### config.mk
export PLATFORM = sky130hd
export DESIGN_NAME = mux41_scan_ctrl
export DESIGN_NICKNAME = d
export VERILOG_FILES = /design/src/rtl/mux_scan_pkg.sv /design/src/rtl/mux_scan_settle_cnt.sv /design/src/rtl/mux41_scan_ctrl.sv
export SDC_FILE = /design/constraint.sdc
export NUM_CORES = 1
export LEC_CHECK = 0
export ABC_AREA = 1
export BUFFER_PORTS_ARGS = -buffer_cell sky130_fd_sc_hd__buf_2
export CORE_MARGIN = 5
export CORE_UTILIZATION = 47
export DETAILED_ROUTE_END_ITERATION = 6
export PLACE_DENSITY = 0.72
export SETUP_SLACK_MARGIN = 0.2
export SLEW_MARGIN = 20
export SYNTH_ARGS = -nofsm -noshare
export SYNTH_HDL_FRONTEND = slang
export SYNTH_SLANG_ARGS = --single-unit
export TNS_END_PERCENT = 20
### constraint.sdc
create_clock -name clk -period 0.9 [get_ports clk]
set_input_delay 0.135 -clock clk [delete_from_list [all_inputs] [get_ports clk]]
set_output_delay 0.135 -clock clk [all_outputs]
set_load 0.03 [all_outputs]
### src/rtl/mux_scan_pkg.sv
// Shared types for the 4:1 mux scan controller: channel count, select width, FSM states.
// Also holds the channel search helper. Pure declarations, so no latency or backpressure.
package mux_scan_pkg;
  localparam int NUM_CH = 4;
  localparam int SEL_W  = 2;

  typedef enum logic [1:0] {IDLE, SETTLE, SAMPLE, DONE} scan_state_t;

  // Returns {found, index}: the lowest enabled channel at or above 'from'.
  function automatic logic [SEL_W:0] next_ch(input logic [NUM_CH-1:0] mask, input int from);
    logic [SEL_W:0] r;
    r = '0;
    for (int i = NUM_CH - 1; i >= 0; i--) begin
      if (i >= from && mask[i]) r = {1'b1, SEL_W'(i)};
    end
    return r;
  endfunction
endpackage

### src/rtl/mux_scan_settle_cnt.sv
// Settle window counter: terminal count while cnt==HOLD_CYCLES-1, then wraps to 0.
// Takes effect one cycle after en_i. clr_i has priority over en_i; there is no backpressure.
module mux_scan_settle_cnt #(
  parameter int HOLD_CYCLES = 2,
  parameter int CNT_W       = 4
) (
  input  logic clk,
  input  logic rst_n,
  input  logic clr_i,
  input  logic en_i,
  output logic tc_o
);
  logic [CNT_W-1:0] cnt_q, cnt_d;

  assign tc_o = (cnt_q == CNT_W'(HOLD_CYCLES - 1));

  always_comb begin
    cnt_d = cnt_q;
    if (clr_i)     cnt_d = '0;
    else if (en_i) cnt_d = tc_o ? '0 : cnt_q + 1'b1;
  end

  always_ff @(posedge clk) begin
    if (!rst_n) cnt_q <= '0;
    else        cnt_q <= cnt_d;
  end
endmodule

### src/rtl/mux41_scan_ctrl.sv
// Steps the mux select through each channel and packs the samples into a word. Valid rises N*(HOLD+1)+1 cycles after start.
// The word holds until word_ready is accepted. Define MUX_SCAN_MASK_EN to add ch_mask channel skipping.
module mux41_scan_ctrl
  import mux_scan_pkg::*;
#(
  parameter int HOLD_CYCLES = 2,
  parameter int CNT_W       = 4
) (
  input  logic                 clk,
  input  logic                 rst_n,
  input  logic                 start,
  output logic [SEL_W-1:0]     sel,
  input  logic                 mux_out,
  output logic [NUM_CH-1:0]    word,
  output logic                 word_valid,
  input  logic                 word_ready,
  output logic                 busy
`ifdef MUX_SCAN_MASK_EN
  ,
  input  logic [NUM_CH-1:0]    ch_mask
`endif
);
  scan_state_t       state_q, state_d;
  logic [SEL_W-1:0]  sel_q, sel_d;
  logic [NUM_CH-1:0] word_q, word_d;
  logic [NUM_CH-1:0] mask_q, mask_d;
  logic [NUM_CH-1:0] start_mask;
  logic              valid_q, valid_d;
  logic              busy_q;
  logic              cnt_clr, cnt_en, cnt_tc;
  logic [SEL_W:0]    nxt;

  // Without masking every channel is enabled, so both builds share one datapath.
`ifdef MUX_SCAN_MASK_EN
  assign start_mask = ch_mask;
`else
  assign start_mask = '1;
`endif

  mux_scan_settle_cnt #(
    .HOLD_CYCLES (HOLD_CYCLES),
    .CNT_W       (CNT_W)
  ) u_settle_cnt (
    .clk   (clk),
    .rst_n (rst_n),
    .clr_i (cnt_clr),
    .en_i  (cnt_en),
    .tc_o  (cnt_tc)
  );

  always_comb begin
    state_d = state_q;
    sel_d   = sel_q;
    word_d  = word_q;
    mask_d  = mask_q;
    valid_d = valid_q;
    cnt_clr = 1'b0;
    cnt_en  = 1'b0;
    nxt     = '0;
    case (state_q)
      IDLE: begin
        cnt_clr = 1'b1;
        if (start) begin
          word_d  = '0;
          mask_d  = start_mask;
          nxt     = next_ch(start_mask, 0);
          sel_d   = nxt[SEL_W] ? nxt[SEL_W-1:0] : '0;
          state_d = nxt[SEL_W] ? SETTLE : DONE;
        end
      end
      SETTLE: begin
        cnt_en = 1'b1;
        if (cnt_tc) state_d = SAMPLE;
      end
      SAMPLE: begin
        word_d[sel_q] = mux_out;
        nxt = next_ch(mask_q, int'(sel_q) + 1);
        if (nxt[SEL_W]) begin
          sel_d   = nxt[SEL_W-1:0];
          state_d = SETTLE;
        end else begin
          state_d = DONE;
        end
      end
      DONE: begin
        valid_d = 1'b1;
        if (valid_q && word_ready) begin
          valid_d = 1'b0;
          state_d = IDLE;
        end
      end
      default: state_d = IDLE;
    endcase
  end

  always_ff @(posedge clk) begin
    if (!rst_n) begin
      state_q <= IDLE;
      sel_q   <= '0;
      word_q  <= '0;
      mask_q  <= '0;
      valid_q <= 1'b0;
      busy_q  <= 1'b0;
    end else begin
      state_q <= state_d;
      sel_q   <= sel_d;
      word_q  <= word_d;
      mask_q  <= mask_d;
      valid_q <= valid_d;
      busy_q  <= (state_d != IDLE);
    end
  end

  assign sel        = sel_q;
  assign word       = word_q;
  assign word_valid = valid_q;
  assign busy       = busy_q;
endmodule

==> impl_metrics.yaml <==
critical_path:
  critPathLaunchType: "flop"
  critical_path_arrival_ns: 1.23
  crit_path_end: "sel[0]$_SDFFE_PN0P_"
  critical_path_class: "flop to flop"
  path_cells: "buf_12 > nor2_4 > nand2_4 > inv_2 > nor2_2 > nor2_1 > nor2_1"
  critPathMaxStageDelay_ns: 0.34
  r2r-end: "sel[0]$_SDFFE_PN0P_"
  r2r_start: "state_q[1]$_SDFF_PN0_"
  cp.required_ns: 1.09
  ff2ff_path_depth: 7
  cp-end-kind: "flop"
  crit_cells: 7
  path_buf_inv: 2
  crit_start: "state_q[1]$_SDFF_PN0_"
  path_delay_family: "simple AND/OR/NAND/NOR gates"
  rrSetupSlack_ns: -0.14
  crit_fanout: 8
  path_common_cell: "nor2_1"
  cp_slowest_cell: "dfxtp_2"
job:
  maxCapViolations: 0
cells_and_area:
  area_delta_synth_final_pct: 35.5
  antenna_cells: 0
  fillers: 132
  drive_gt1_share_pct: 40.6
  layout_commonest_cell: "nand2_1"
  layout_common_cells: "nand2_1, nor2_1, inv_1"
  stdcell_area_sq_um: 1000
  num-nets-final: 134
  stdcell_count: 144
routing:
  antenna_left: 0
  drc: 0
  vias: 709
  routedWlPerCell_microns: 11.0
  drt-initial-drc-count: 8
  avgViaCountPerCell: 4.92
  firstDrtPassIters: 4
  drt-total-wl_mm: 1.59
outcome:
  outcome: "finished, violations left"
  violations: "setup timing"
timing:
  worst_pin_slew_ns: 0.227
  finClkSkew_ns: 0.00830
  timing.final.crit_share_pct: 115
  setup_slack_ns: -0.137
  fin_hold_ws_ns: 0.105
  hold_viol: 0
  finalSetupTns_ns: -1.18
  max_slew_margin_pct: 84.8
  setup_viol: 20
  min_period_ns: 1.04
  drv_slew: 0
  rsz0062_at_grt: "true"
  max_clock_freq_mhz: 964
cts:
  cts_tree: "built"
  clock_latency_ns: 0.29
  h-tree-depth: 1
  cts_root_buffer: "clkbuf_4"
  cts.clk_slew.worst_paths_ns: 0.10
  cts_made_buffers: 3
  clock-sinks: 15
  clockBufferDepth: 2
grt:
  grt-busiest-layer: "met2"
  grt_pass1_wl_mm: 2.79
  antenna_found_initial: 0
  grt_pass1_vias: 657
  grt_max_degree: 11
  use_met2_pct: 19.9
  grt_util_met1_pct: 18.7
  grt_use_met3_pct: 6.93
  track_usage_pct: 14.7
  grt_overflow: 0
synthesis:
  ys_types: 19
  netlist.area_leader.share_pct: 40.6
  yosysSeqAreaShare_pct: 40.6
  yosys_warnings: 0
  synth_top_cell_by_area: "dfxtp_1"
  synthCells: 106
  synth_area_leaders: "dfxtp_1, nand2_1, nand3_1"
  synth.avg_cell_area_sq_um: 6.98
  netlist_area_sq_um: 739
  syn_nets: 111
  synth-seq-cells: 15
floorplan:
  start_util_pct: 49.1
  placementRows: 14
  die_w_microns: 49.7
  die_h_microns: 49.7
  io_pins: 13
  core_sq_um: 1510
  dieArea_sq_um: 2470
pwr:
  p_leak_nw: 0.436
  total_power_w: 0.00146
  peakVddDrop_v: 0.00119
  powerDensity_nw_per_um2: 1460
worst_hold_path:
  worstHoldPathType: "input port to flop"
placement:
  routabilityCongestion: 0.810
  hpwl_mm: 1.15
  place_inst: 139
  port_buffers: 12
  placed_cell_area_sq_um: 886
worst min path at each step:
stage	startpoint	to	slack (ns)	depth (start not counted)
floorplan	rst_n	sel[0]$_SDFFE_PN0P_	0.25	2
global placement	rst_n	sel[0]$_SDFFE_PN0P_	0.41	3
detailed placement	rst_n	state_q[0]$_SDFF_PN0_	0.41	3
CTS	rst_n	state_q[0]$_SDFF_PN0_	0.1	3
global route	rst_n	state_q[0]$_SDFF_PN0_	0.10	3
finish	rst_n	state_q[0]$_SDFF_PN0_	0.11	3
sequential cells by signal (all words and copies together), names as in the netlist:
| name | cells |
|---|---|
| sel | 2 |
| word_valid | 1 |
| u_settle_cnt.cnt_q | 4 |
| word | 4 |
| state_q | 2 |
| busy | 1 |
| mask_q | 1 |
through the flow:
| step | setup slack (ns) | utilization (%) |
|---|---|---|
| after floorplan | -0.0242 | - |
| after global placement | -0.0897 | 58.8 |
| after detailed placement | -0.112 | 58.8 |
| after CTS | -0.133 | 66.3 |
| after global routing | -0.237 | 66.5 |
| final | -0.137 | 66.5 |
power by group:
group / internal, W / leakage, nW / switching (W) / total, W
combinational: 0.000134 / 0.291 / 0.000186 / 0.000320
sequential: 0.000698 / 0.127 / 0.0000417 / 0.000739
clock: 0.000172 / 0.0183 / 0.000230 / 0.000402
synthesized netlist by cell type:
library cell  number
nand2_1           27
dfxtp_1           15
inv_1             11
nor2_1            11
nand3_1            9
a21oi_1            8
nor2_2             5
inv_2              3
nor2_4             3
o21ai_0            3
nand2_4            2
o21ai_1            2
buf_6              1
clkinv_1           1
inv_4              1
nand2_2            1
nand4_1            1
nor3_1             1
o21a_1             1
cells by family (layout without fill, tap and decap cells):
group	after synthesis	count (layout)	share of synthesized area, %
DFF	15	15	40.6
buffers and inverters	17	39	9.98
AOI/OAI and AO/OA	14	14	9.81
and+or+nand+nor	60	60	39.6
timing repair:
item / CTS / global route
cloned: 0 / 0
gates resized for setup: 28 / 3
pin swaps: 2 / 3
buffers inserted: 1 / 0
hold buffers: 0 / 0
endpoints found under the setup margin: 23 / 23
per-layer routing:
| metal | wire [microns] | up-vias |
|---|---|---|
| met3 | 100 | 9 |
| met5 | 0 | - |
| met2 | 679 | 22 |
| met1 | 735 | 306 |
| met4 | 70 | 0 |
| li1 | - | 372 |
worst min-delay path, stage by stage:
cell and delay, ns:
buf_2 0.12, nand2_1 0.07, inv_1 0.04
cell type report:
cell class / instances / area, sq um / area share, %
multi-input cells: 74 / 393 / 39.2
flip-flops and latches: 15 / 320 / 32.0
repair buffers: 19 / 175 / 17.5
inverters: 16 / 65.1 / 6.49
clock buffers: 3 / 22.5 / 2.25
well taps: 16 / 20.0 / 2.00
clock inverters: 1 / 6.26 / 0.624
(Power assumes the default switching activity.)
